==> src/rtl/ifu_fetch_pkg.sv <==
// Shared definitions for the instruction fetch unit: widths, reset PC, FSM encodings.
package ifu_fetch_pkg;

  localparam int unsigned AW     = 64;
  localparam int unsigned INST_W = 32;

  localparam logic [AW-1:0] RESET_PC = 64'h8000_0000;

  typedef enum logic [2:0] {
    S_REQ   = 3'd0,
    S_WAIT  = 3'd1,
    S_OUT   = 3'd2,
    S_EXEC  = 3'd3,
    S_FAULT = 3'd4
  } ifu_state_e;

  // Instruction fetches must be word aligned.
  function automatic logic pc_misaligned(input logic [1:0] pc_lsb);
    return pc_lsb != 2'b00;
  endfunction

endpackage

==> src/rtl/ifu_fetch_if.sv <==
// Fetch unit bus bundle: imem request/response, decode handoff, next-PC return and status.
interface ifu_fetch_if;
  import ifu_fetch_pkg::*;

  logic              imem_req_valid;
  logic              imem_req_ready;
  logic [AW-1:0]     imem_req_addr;
  logic              imem_resp_valid;
  logic [INST_W-1:0] imem_resp_data;
  logic              inst_valid;
  logic              inst_ready;
  logic [INST_W-1:0] inst;
  logic [AW-1:0]     inst_pc;
  logic              next_pc_valid;
  logic [AW-1:0]     next_pc;
  logic              fetch_fault;
  logic [63:0]       fetch_cnt;

  modport master (
    output imem_req_valid, imem_req_addr, inst_valid, inst, inst_pc, fetch_fault, fetch_cnt,
    input  imem_req_ready, imem_resp_valid, imem_resp_data, inst_ready, next_pc_valid, next_pc
  );

  modport slave (
    input  imem_req_valid, imem_req_addr, inst_valid, inst, inst_pc, fetch_fault, fetch_cnt,
    output imem_req_ready, imem_resp_valid, imem_resp_data, inst_ready, next_pc_valid, next_pc
  );

endinterface

==> src/rtl/ifu_fetch.sv <==
// Instruction fetch unit: PC register, one-at-a-time imem fetch, decode handoff and
// retired-fetch counter. All outputs are registered from the next-state decode.
module ifu_fetch
  import ifu_fetch_pkg::*;
(
  input  logic          clk,
  input  logic          rst,
  ifu_fetch_if.master   io
);

  ifu_state_e        state, state_n;
  logic [AW-1:0]     pc, pc_n;
  logic [INST_W-1:0] inst_q, inst_n;
  logic [63:0]       cnt_q, cnt_n;
  logic              req_valid_q, req_valid_n;
  logic              inst_valid_q, inst_valid_n;
  logic              fault_q, fault_n;

  // State and datapath registers; req_valid stays low through reset and rises one cycle after.
  always_ff @(posedge clk or posedge rst) begin
    if (rst) begin
      state        <= S_REQ;
      pc           <= RESET_PC;
      inst_q       <= '0;
      cnt_q        <= '0;
      req_valid_q  <= 1'b0;
      inst_valid_q <= 1'b0;
      fault_q      <= 1'b0;
    end else begin
      state        <= state_n;
      pc           <= pc_n;
      inst_q       <= inst_n;
      cnt_q        <= cnt_n;
      req_valid_q  <= req_valid_n;
      inst_valid_q <= inst_valid_n;
      fault_q      <= fault_n;
    end
  end

  // Next state and register updates; inputs outside their owning state are ignored.
  always_comb begin
    state_n = state;
    pc_n    = pc;
    inst_n  = inst_q;
    cnt_n   = cnt_q;
    unique case (state)
      S_REQ: begin
        if (req_valid_q && io.imem_req_ready) state_n = S_WAIT;
      end
      S_WAIT: begin
        if (io.imem_resp_valid) begin
          inst_n  = io.imem_resp_data;
          state_n = S_OUT;
        end
      end
      S_OUT: begin
        if (inst_valid_q && io.inst_ready) begin
          cnt_n   = cnt_q + 64'd1;
          state_n = S_EXEC;
        end
      end
      S_EXEC: begin
        if (io.next_pc_valid) begin
          pc_n    = io.next_pc;
          state_n = pc_misaligned(io.next_pc[1:0]) ? S_FAULT : S_REQ;
        end
      end
      S_FAULT: state_n = S_FAULT;
      default: state_n = S_FAULT;
    endcase

    req_valid_n  = (state_n == S_REQ);
    inst_valid_n = (state_n == S_OUT);
    fault_n      = (state_n == S_FAULT);
  end

  assign io.imem_req_valid = req_valid_q;
  assign io.imem_req_addr  = pc;
  assign io.inst_valid     = inst_valid_q;
  assign io.inst           = inst_q;
  assign io.inst_pc        = pc;
  assign io.fetch_fault    = fault_q;
  assign io.fetch_cnt      = cnt_q;

endmodule

==> src/flat_wrapper.sv <==
// flat-port wrapper written by rule: the top's interface ports become plain ports
module ifu_fetch_flat import ifu_fetch_pkg::*;
  (clk, rst, io_imem_req_valid, io_imem_req_addr, io_inst_valid, io_inst, io_inst_pc, io_fetch_fault, io_fetch_cnt, io_imem_req_ready, io_imem_resp_valid, io_imem_resp_data, io_inst_ready, io_next_pc_valid, io_next_pc);
  ifu_fetch_if io_i ();
  input  logic clk;
  input  logic rst;
  output wire logic [$bits(io_i.imem_req_valid)-1:0] io_imem_req_valid;
  output wire logic [$bits(io_i.imem_req_addr)-1:0] io_imem_req_addr;
  output wire logic [$bits(io_i.inst_valid)-1:0] io_inst_valid;
  output wire logic [$bits(io_i.inst)-1:0] io_inst;
  output wire logic [$bits(io_i.inst_pc)-1:0] io_inst_pc;
  output wire logic [$bits(io_i.fetch_fault)-1:0] io_fetch_fault;
  output wire logic [$bits(io_i.fetch_cnt)-1:0] io_fetch_cnt;
  input wire logic [$bits(io_i.imem_req_ready)-1:0] io_imem_req_ready;
  input wire logic [$bits(io_i.imem_resp_valid)-1:0] io_imem_resp_valid;
  input wire logic [$bits(io_i.imem_resp_data)-1:0] io_imem_resp_data;
  input wire logic [$bits(io_i.inst_ready)-1:0] io_inst_ready;
  input wire logic [$bits(io_i.next_pc_valid)-1:0] io_next_pc_valid;
  input wire logic [$bits(io_i.next_pc)-1:0] io_next_pc;
  assign io_imem_req_valid = io_i.imem_req_valid;
  assign io_imem_req_addr = io_i.imem_req_addr;
  assign io_inst_valid = io_i.inst_valid;
  assign io_inst = io_i.inst;
  assign io_inst_pc = io_i.inst_pc;
  assign io_fetch_fault = io_i.fetch_fault;
  assign io_fetch_cnt = io_i.fetch_cnt;
  assign io_i.imem_req_ready = io_imem_req_ready;
  assign io_i.imem_resp_valid = io_imem_resp_valid;
  assign io_i.imem_resp_data = io_imem_resp_data;
  assign io_i.inst_ready = io_inst_ready;
  assign io_i.next_pc_valid = io_next_pc_valid;
  assign io_i.next_pc = io_next_pc;
  ifu_fetch u_core (.clk(clk), .rst(rst), .io(io_i));
endmodule
==> config.mk <==
export PLATFORM = sky130hd
export DESIGN_NAME = ifu_fetch_flat
export DESIGN_NICKNAME = d
export VERILOG_FILES = /design/src/rtl/ifu_fetch_pkg.sv /design/src/rtl/ifu_fetch_if.sv /design/src/rtl/ifu_fetch.sv /design/src/flat_wrapper.sv
export SDC_FILE = /design/constraint.sdc
export NUM_CORES = 1
export LEC_CHECK = 0
export CORE_UTILIZATION = 40
export CTS_BUF_LIST = sky130_fd_sc_hd__clkbuf_16
export DETAILED_ROUTE_END_ITERATION = 8
export PLACE_DENSITY = 0.86
export SYNTH_ARGS = -nofsm -noshare
export SYNTH_HDL_FRONTEND = slang
export SYNTH_SLANG_ARGS = --single-unit
==> constraint.sdc <==
create_clock -name clk -period 8.9 [get_ports clk]
set_input_delay 2.67 -clock clk [delete_from_list [all_inputs] [get_ports clk]]
set_output_delay 2.67 -clock clk [all_outputs]
set_load 0.03 [all_outputs]
==> results of run 1 <==
[critical path: cells and delay by family]
kind | cells | cell delay [ps]
buffers and inverters | 1 | 470
xor gates and xnor gates | 1 | 170
and+or+nand+nor | 4 | 1620
[logic make-up after synthesis]
kind of cell | Yosys count | synth area share
simple gates | 156 | 0.121
flops | 166 | 0.569
buf+inv | 84 | 0.0762
mux | 98 | 0.151
compound gates | 6 | 0.00599
xor+xnor | 63 | 0.0755
fa+ha+maj | 1 | 0.00171
[final timing paths]
kind,to,cells after the start
max,u_core.io.fetch_cnt[56],6
min,u_core.io.fetch_cnt[63],1
max reg2reg,u_core.io.fetch_cnt[56],5
min reg2reg,u_core.io.fetch_cnt[63],1
max in group asynchronous,u_core.io.fetch_cnt[4],3
min in group asynchronous,u_core.io.imem_req_addr[33],2
[layer usage]
metal | part of all wire | GRT usage
met1 | 0.38 | 0.241
met2 | 0.54 | 0.360
met3 | 0.068 | 0.0570
met4 | 0.014 | 0.0592
met5 | 0 | 0
[placed cells by master (no fill, tap or decap)]
cell type,Yosys,layout
nor2_1,33,33
o21bai_1,2,2
nand4b_1,2,2
or3_1,1,1
clkinv_4,0,2
inv_1,7,8
clkdlybuf4s50_1,0,328
xnor2_1,27,27
bufinv_16,0,6
dfrtp_1,165,165
clkinv_2,0,2
nand4_1,24,24
nor4bb_4,0,1
a21oi_1,1,1
or2_2,1,1
o22ai_1,1,1
a311oi_1,1,1
nor4_4,2,2
buf_4,64,3
nand4_2,2,2
nor4_1,11,11
xor2_1,36,36
clkinv_1,0,1
clkbuf_16,0,17
and4bb_2,1,1
nand2_1,28,28
nor3_1,11,11
inv_6,0,2
nor4b_1,2,2
nand3b_1,1,1
nor4_2,3,3
mux2_2,98,98
nand3_1,21,21
o22a_1,1,1
clkinvlp_4,0,1
dfstp_2,1,1
and3_1,6,6
ha_1,1,1
and4_1,6,6
[area by class of cell]
| type | instances | area [um2] | area share |
|---|---|---|---|
| Sequential cell | 166 | 4160 | 0.376 |
| Timing Repair Buffer | 331 | 3310 | 0.299 |
| Multi-Input combinational cell | 324 | 2610 | 0.236 |
| Clock buffer | 17 | 425 | 0.0385 |
| Tap cell | 229 | 287 | 0.0259 |
| Clock inverter | 15 | 235 | 0.0213 |
| Inverter | 7 | 31.3 | 0.00283 |
[registers in the layout, summed over array words and instances, names as in the netlist]
signal	cells
u_core.io.fetch_cnt	64
u_core.io.fetch_fault	1
u_core.io.imem_req_addr	64
u_core.io.imem_req_valid	1
u_core.io.inst	32
u_core.io.inst_valid	1
u_core.state	3
[per-stage QoR]
stage	area [um2]	hold slack, ps	std cells	setup slack (ps)
after floorplan	7300	508	574	1740
after global placement	10400	459	1057	3930
after detailed placement	10400	457	1057	3900
after CTS	11000	469	1089	4330
after global routing	11000	482	1089	4210
final	11000	463	1089	4300
[cell usage after synthesis, types with 2 or more instances]
master,count
and3_1,6
and4_1,6
buf_1,5
buf_4,64
clkbuf_1,7
dfrtp_1,165
inv_1,7
mux2_2,98
nand2_1,28
nand3_1,21
nand4_1,24
nand4_2,2
nand4b_1,2
nor2_1,33
nor3_1,11
nor4_1,11
nor4_2,3
nor4_4,2
nor4b_1,2
o21bai_1,2
xnor2_1,27
xor2_1,36
[power by group through the flow]
stage	combinational [mW]	sequential (mW)	clock [mW]
4_1_cts	1.72	1.14	0.844
3_3_place_gp	1.69	1.14	0
6_report	1.70	1.14	0.822
2_1_floorplan	0.692	1.53	0
3_5_place_dp	1.72	1.16	0
5_1_grt	1.78	1.17	0.873
==> flow_summary.ini, run 1 <==
[clock_network]
cts_max_path_buffers = 2
root_buffer = clkbuf_16
cts_hold_buf = 0
clk_pin_slew_ps = 60
clock_latency_ps = 420
numCtsBuffers = 17
post_cts_buffers = 0
cts-resized-gates = 0
cts_htree_levels = 4
cts_tree = built
cts.sinks = 166

[cells_and_area]
filler_cell_count = 1430
fin_nets = 950
num_antenna_cells = 0
drive_gt1_frac = 0.165
fin_util = 0.617
area_growth_pct = 51.2

[yosys]
synthCells = 574
syn-num-nets = 677
synthFlopType = dfrtp_1
synth.largest_area_cell = dfrtp_1
synth-async-reset-ratio = 1.00
syn-cell-area_um2 = 7300
seq_area_frac_synth = 0.569
ys_types = 34
yosys-top-cells-area = dfrtp_1 (57%), mux2_2 (15%), buf_4 (6.6%), xor2_1 (4.3%), xnor2_1 (3.2%)
synth-edff-count = 0
syn_avg_cell_area_um2 = 12.7
yosysWarningCount = 0
synth_seq_cells = 166
synth_top_area_share = 0.565

[global_route]
antenna_found_initial = 0
track_usage = 0.204
overflow = 0
grt_pass1_vias = 5382
grt_max_degree = 101
grt_pass1_wl_um = 28900

[floorplanning]
dieArea_um2 = 18800
dieHeight_um = 137
die-width_um = 137
ios = 329
rows = 49
start_util = 0.408
core_area_um2 = 17900

[timing]
clock.fmax_mhz = 217
maxSlewViolCount = 0
finClkSkew_ps = 11.0
final.period_utilization = 0.517
final.setup.tns_ps = 0
finalCriticalPeriod_ps = 4600
setup_viol = 0
rsz0062_at_grt = false
worst_pin_slew_ps = 923
hold_viol_final = 0
max-slew-margin-rel = 0.384

[routing]
ant_nets = 0
drc = 0
wl_um = 18900
routedWlPerCell_um = 17.4
vias_per_cell = 4.93
vias = 5364
first_pass_iters = 4
drt-initial-drc-count = 153

[setup_path]
regToRegSetupSlack_ps = 6400
worstPathArrival_ps = 4950
critical_path_class = in -> reg
end_kind = flip-flop
critical_path.cell_chain = clkdlybuf4s50_1 -> nand4b_1 -> and4bb_2 -> nand4_2 -> nor4b_1 -> xor2_1
rr_startpoint = u_core.io.fetch_cnt[3]
start_kind = primary input
cpPeakStageDelay_ps = 520
cp-startpoint = io_inst_ready
critPathMaxFanout = 14
worstPathRequired_ps = 9250
cpMaxStageDelayCell = nor4b_1

[power_and_ir_drop]
p_sw_frac = 0.382
powerDensity_nw_per_um2 = 332
clkPwrFrac = 0.224
leakage_nw = 4.80
seqPwrFrac = 0.311
p_total_mw = 3.66
power_frac_comb = 0.465
p_int_mw = 2.26
peakVddDrop_mv = 0.278
p_switching_mw = 1.40

[placed_design]
place.port_buffers = 328
dpl.hpwl_um = 14200
place_congestion = 0.818

[worst_hold_path]
hp-start = u_core.io.fetch_cnt[63]
hold_class = reg -> reg

[flow_run]
cap_violations = 0

[outcome]
outcome = complete, no violations
(Power assumes the default switching activity.)
==> run 2: changes to the inputs <==
--- a/config.mk
+++ b/config.mk
@@ -5,7 +5,7 @@
 export SDC_FILE = /design/constraint.sdc
 export NUM_CORES = 1
 export LEC_CHECK = 0
-export CORE_UTILIZATION = 40
+export CORE_UTILIZATION = 38
 export CTS_BUF_LIST = sky130_fd_sc_hd__clkbuf_16
 export DETAILED_ROUTE_END_ITERATION = 8
 export PLACE_DENSITY = 0.86
==> constraint.sdc (replaced) <==
create_clock -name clk -period 4.2 [get_ports clk]
set_input_delay 1.26 -clock clk [delete_from_list [all_inputs] [get_ports clk]]
set_output_delay 1.26 -clock clk [all_outputs]
set_load 0.03 [all_outputs]
==> flow_summary.ini, run 2 (synthesis gave the netlist of run 1 again) <==
[routing]
vias = 5383
drt-initial-drc-count = 184
drc = 0
wl_um = 19700
routedWlPerCell_um = 17.9
first_pass_iters = 5
vias_per_cell = 4.89
ant_nets = 0

[timing]
worst_pin_slew_ps = 671
final.period_utilization = 0.743
max-slew-margin-rel = 0.552
final.setup.tns_ps = 0
maxSlewViolCount = 0
clock.fmax_mhz = 320
timing.hold.ws_ps = 480
hold_viol_final = 0
finalCriticalPeriod_ps = 3120
finClkSkew_ps = 8.72
layout_setup_ws_ps = 1080
setup_viol = 0
rsz0062_at_grt = false

[floorplanning]
dieArea_um2 = 19800
ios = 329
start_util = 0.389
core_area_um2 = 18800
die-width_um = 141
rows = 50
dieHeight_um = 141

[placed_design]
dp.cells = 1066
post-place-ws_ps = 692
dpl_cell_area_um2 = 10500
place.port_buffers = 328
dpl.hpwl_um = 14900
place_congestion = 0.848

[setup_path]
critical_path_class = in -> reg
cpMaxStageDelayCell = or3_1
end_kind = flip-flop
worstPathArrival_ps = 3410
start_kind = primary input
worstPathRequired_ps = 4490
critical_path.cell_chain = clkdlybuf4s50_1 -> nand4b_1 -> buf_4 -> nor4_4 -> nand3_1 -> or3_1 -> xnor2_1
regToRegSetupSlack_ps = 1700
cpPeakStageDelay_ps = 470
critPathMaxFanout = 6

[global_route]
grt_pass1_wl_um = 30500
grt_max_degree = 76
track_usage = 0.201
antenna_found_initial = 3
grt_pass1_vias = 5382
overflow = 0

[power_and_ir_drop]
leakage_nw = 4.78
powerDensity_nw_per_um2 = 684
p_total_mw = 7.54
peakVddDrop_mv = 0.276

[clock_network]
clock_latency_ps = 410
cts_hold_buf = 0
numCtsBuffers = 17
cts.sinks = 166
cts_max_path_buffers = 2
root_buffer = clkbuf_16
cts_tree = built
cts-resized-gates = 0
clk_pin_slew_ps = 60
post_cts_buffers = 0
cts_htree_levels = 4

[flow_run]
cap_violations = 0

[cells_and_area]
drive_gt1_frac = 0.167
fin_nets = 954
final_cell_area_um2 = 11000
fin_util = 0.588
most-common-layout-cells = clkdlybuf4s50_1 (328), dfrtp_1 (165), mux2_2 (98)
fin_cells = 1101
layout_commonest_cell = clkdlybuf4s50_1
area_growth_pct = 51.0

[outcome]
outcome = complete, no violations

[worst_hold_path]
hold_class = reg -> reg
-- run 2: final timing paths --
kind | start | endpoint | cells after the start
max | io_inst_ready | u_core.io.fetch_cnt[35] | 7
min | u_core.io.fetch_cnt[63] | u_core.io.fetch_cnt[63] | 1
max reg2reg | u_core.io.fetch_cnt[3] | u_core.io.fetch_cnt[36] | 6
min reg2reg | u_core.io.fetch_cnt[63] | u_core.io.fetch_cnt[63] | 1
max in group asynchronous | rst | u_core.io.imem_req_addr[11] | 3
min in group asynchronous | rst | u_core.io.fetch_cnt[36] | 2
-- run 2: power by group --
group | internal [mW] | switching [mW]
sequential | 2.06 | 0.365
combinational | 1.63 | 1.98
clock | 0.869 | 0.629
-- run 2: layer usage --
layer | up-vias | track usage | routed length (um)
li1 | 2499 | - | -
met1 | 2676 | 0.238 | 7910
met2 | 197 | 0.363 | 10600
met3 | 11 | 0.0489 | 997
met4 | 0 | 0.0595 | 204
met5 | - | 0 | 0
-- run 2: cell type report --
type | count | area, um2
antenna | 3 | 7.51
inverter | 7 | 30.0
fill | 1513 | 7740
sequential | 166 | 4160
multi-input combinational | 324 | 2610
clock buffer | 17 | 425
timing repair buffer | 335 | 3370
tap | 234 | 293
clock inverter | 15 | 139
-- run 2: worst max-delay path, delay by kind of cell --
| kind | cells | cell delay, ps |
|---|---|---|
| AND/OR/NAND/NOR | 4 | 1360 |
| buffers and inverters | 2 | 670 |
| XOR/XNOR | 1 | 140 |
==> run 3: changes to the inputs <==
==> constraint.sdc (replaced) <==
create_clock -name clk -period 2.6 [get_ports clk]
set_input_delay 0.78 -clock clk [delete_from_list [all_inputs] [get_ports clk]]
set_output_delay 0.78 -clock clk [all_outputs]
set_load 0.03 [all_outputs]
==> flow_summary.ini, run 3 (synthesis gave the netlist of run 1 again) <==
[setup_path]
cpLargestDelayFamily = buffers and inverters
end_kind = output pin
worstPathArrival_ps = 1630
critical_path_class = reg -> out
cp-startpoint = u_core.io.fetch_cnt[56]
start_kind = flip-flop
path_buf_inv = 1
worstPathRequired_ps = 1820
cpPeakStageDelay_ps = 750
critPathMaxFanout = 6
critical_path.cell_chain = clkdlybuf4s50_1
cpMaxStageDelayCell = clkdlybuf4s50_1
rr_startpoint = u_core.state[2]

[routing]
wl_um = 19700
drc = 0
vias_per_cell = 4.90
vias = 5495
first_pass_iters = 4
drt-initial-drc-count = 196
ant_nets = 0
routedWlPerCell_um = 17.6

[floorplanning]
dieHeight_um = 141
rows = 50
core_area_um2 = 18800
die-width_um = 141
start_util = 0.389
ios = 329
dieArea_um2 = 19800

[global_route]
grt_max_degree = 70
grt_pass1_vias = 5483
grt_pass1_wl_um = 30400
track_usage = 0.200
antenna_found_initial = 3
overflow = 0

[placed_design]
place_congestion = 0.866
dpl.hpwl_um = 15300
place.port_buffers = 328

[clock_network]
root_buffer = clkbuf_16
cts_htree_levels = 4
post_cts_buffers = 0
cts_tree = built
numCtsBuffers = 17
cts_max_path_buffers = 2
cts.sinks = 166
clock_latency_ps = 410
cts-resized-gates = 0
cts_hold_buf = 0
clk_pin_slew_ps = 70

[timing]
rsz0062_at_grt = false
hold_viol_final = 0
final.period_utilization = 0.926
maxSlewViolCount = 0
final.setup.tns_ps = 0
worst_pin_slew_ps = 443
finalCriticalPeriod_ps = 2410
finClkSkew_ps = 10.8
timing.hold.ws_ps = 469
clock.fmax_mhz = 415
setup_viol = 0
max-slew-margin-rel = 0.702

[cells_and_area]
layout_commonest_cell = clkdlybuf4s50_1
most-common-layout-cells = clkdlybuf4s50_1 (328), dfrtp_1 (165), mux2_2 (98)
drive_gt1_frac = 0.189
fin_nets = 974
filler_cell_count = 1486
area_growth_pct = 54.5

[worst_hold_path]
hold_class = reg -> reg
hp-start = u_core.io.fetch_cnt[63]

[outcome]
outcome = complete, no violations

[flow_run]
cap_violations = 0

[power_and_ir_drop]
peakVddDrop_mv = 0.472
powerDensity_nw_per_um2 = 1100
leakage_nw = 4.91
[run 3: changes by cell type in the layout (fill, tap and decap cells not counted)]
cell | previous run | this run
clkinvlp_4 | 3 | 4
clkinv_2 | 2 | 1
bufinv_16 | 2 | 3
clkinv_1 | 3 | 1
buf_12 | 3 | 8
buf_4 | 4 | 19
inv_6 | 2 | 4
inv_1 | 8 | 7
[run 3: area by class of cell]
class | instances | area [um2] | area share
Sequential cell | 166 | 4160 | 0.368
Timing Repair Buffer | 355 | 3590 | 0.318
Multi-Input combinational cell | 324 | 2610 | 0.231
Clock buffer | 17 | 425 | 0.0377
Tap cell | 234 | 293 | 0.0260
Clock inverter | 15 | 178 | 0.0157
Inverter | 7 | 30.0 | 0.00266
Antenna cell | 3 | 7.51 | 0.000665
[run 3: through the flow]
step	area [um2]	utilization	cells	total power, mW	worst slack, ps
after floorplan	7310	-	574	7.62	-292
after global placement	10700	0.569	1086	9.76	-127
after detailed placement	10700	0.569	1086	9.89	-184
after CTS	11300	0.601	1118	12.5	170
after global routing	11300	0.601	1120	12.9	105
final	11300	0.601	1121	12.4	193
[run 3: final timing paths]
| path | to | slack (ps) | cells past startpoint |
|---|---|---|---|
| setup / recovery | io_fetch_cnt[56] | 190 | 1 |
| hold / removal | u_core.io.fetch_cnt[63] | 470 | 1 |
| setup reg to reg | u_core.io.fetch_cnt[41] | 470 | 7 |
| hold reg to reg | u_core.io.fetch_cnt[63] | 470 | 1 |
| max in group asynchronous | u_core.io.fetch_cnt[41] | 1400 | 4 |
| min in group asynchronous | u_core.io.fetch_cnt[36] | 800 | 3 |
[run 3: worst register-to-register path, stage by stage (launching register included)]
cell	delay, ps
dfrtp_1	460
nand4b_1	230
buf_4	180
nor4_4	370
nand3_1	180
buf_4	180
nor3_1	260
xor2_1	180
[run 3: where the power goes]
| group | switching [mW] | internal [mW] |
|---|---|---|
| logic | 3.23 | 2.67 |
| registers | 0.578 | 3.33 |
| clock network | 1.04 | 1.52 |
[run 3: routing by layer]
metal	vias up	wire, um	track usage
met5	-	0	0
met4	0	471	0.0761
met3	28	1080	0.0510
met2	211	10400	0.355
met1	2725	7760	0.233
li1	2531	-	-
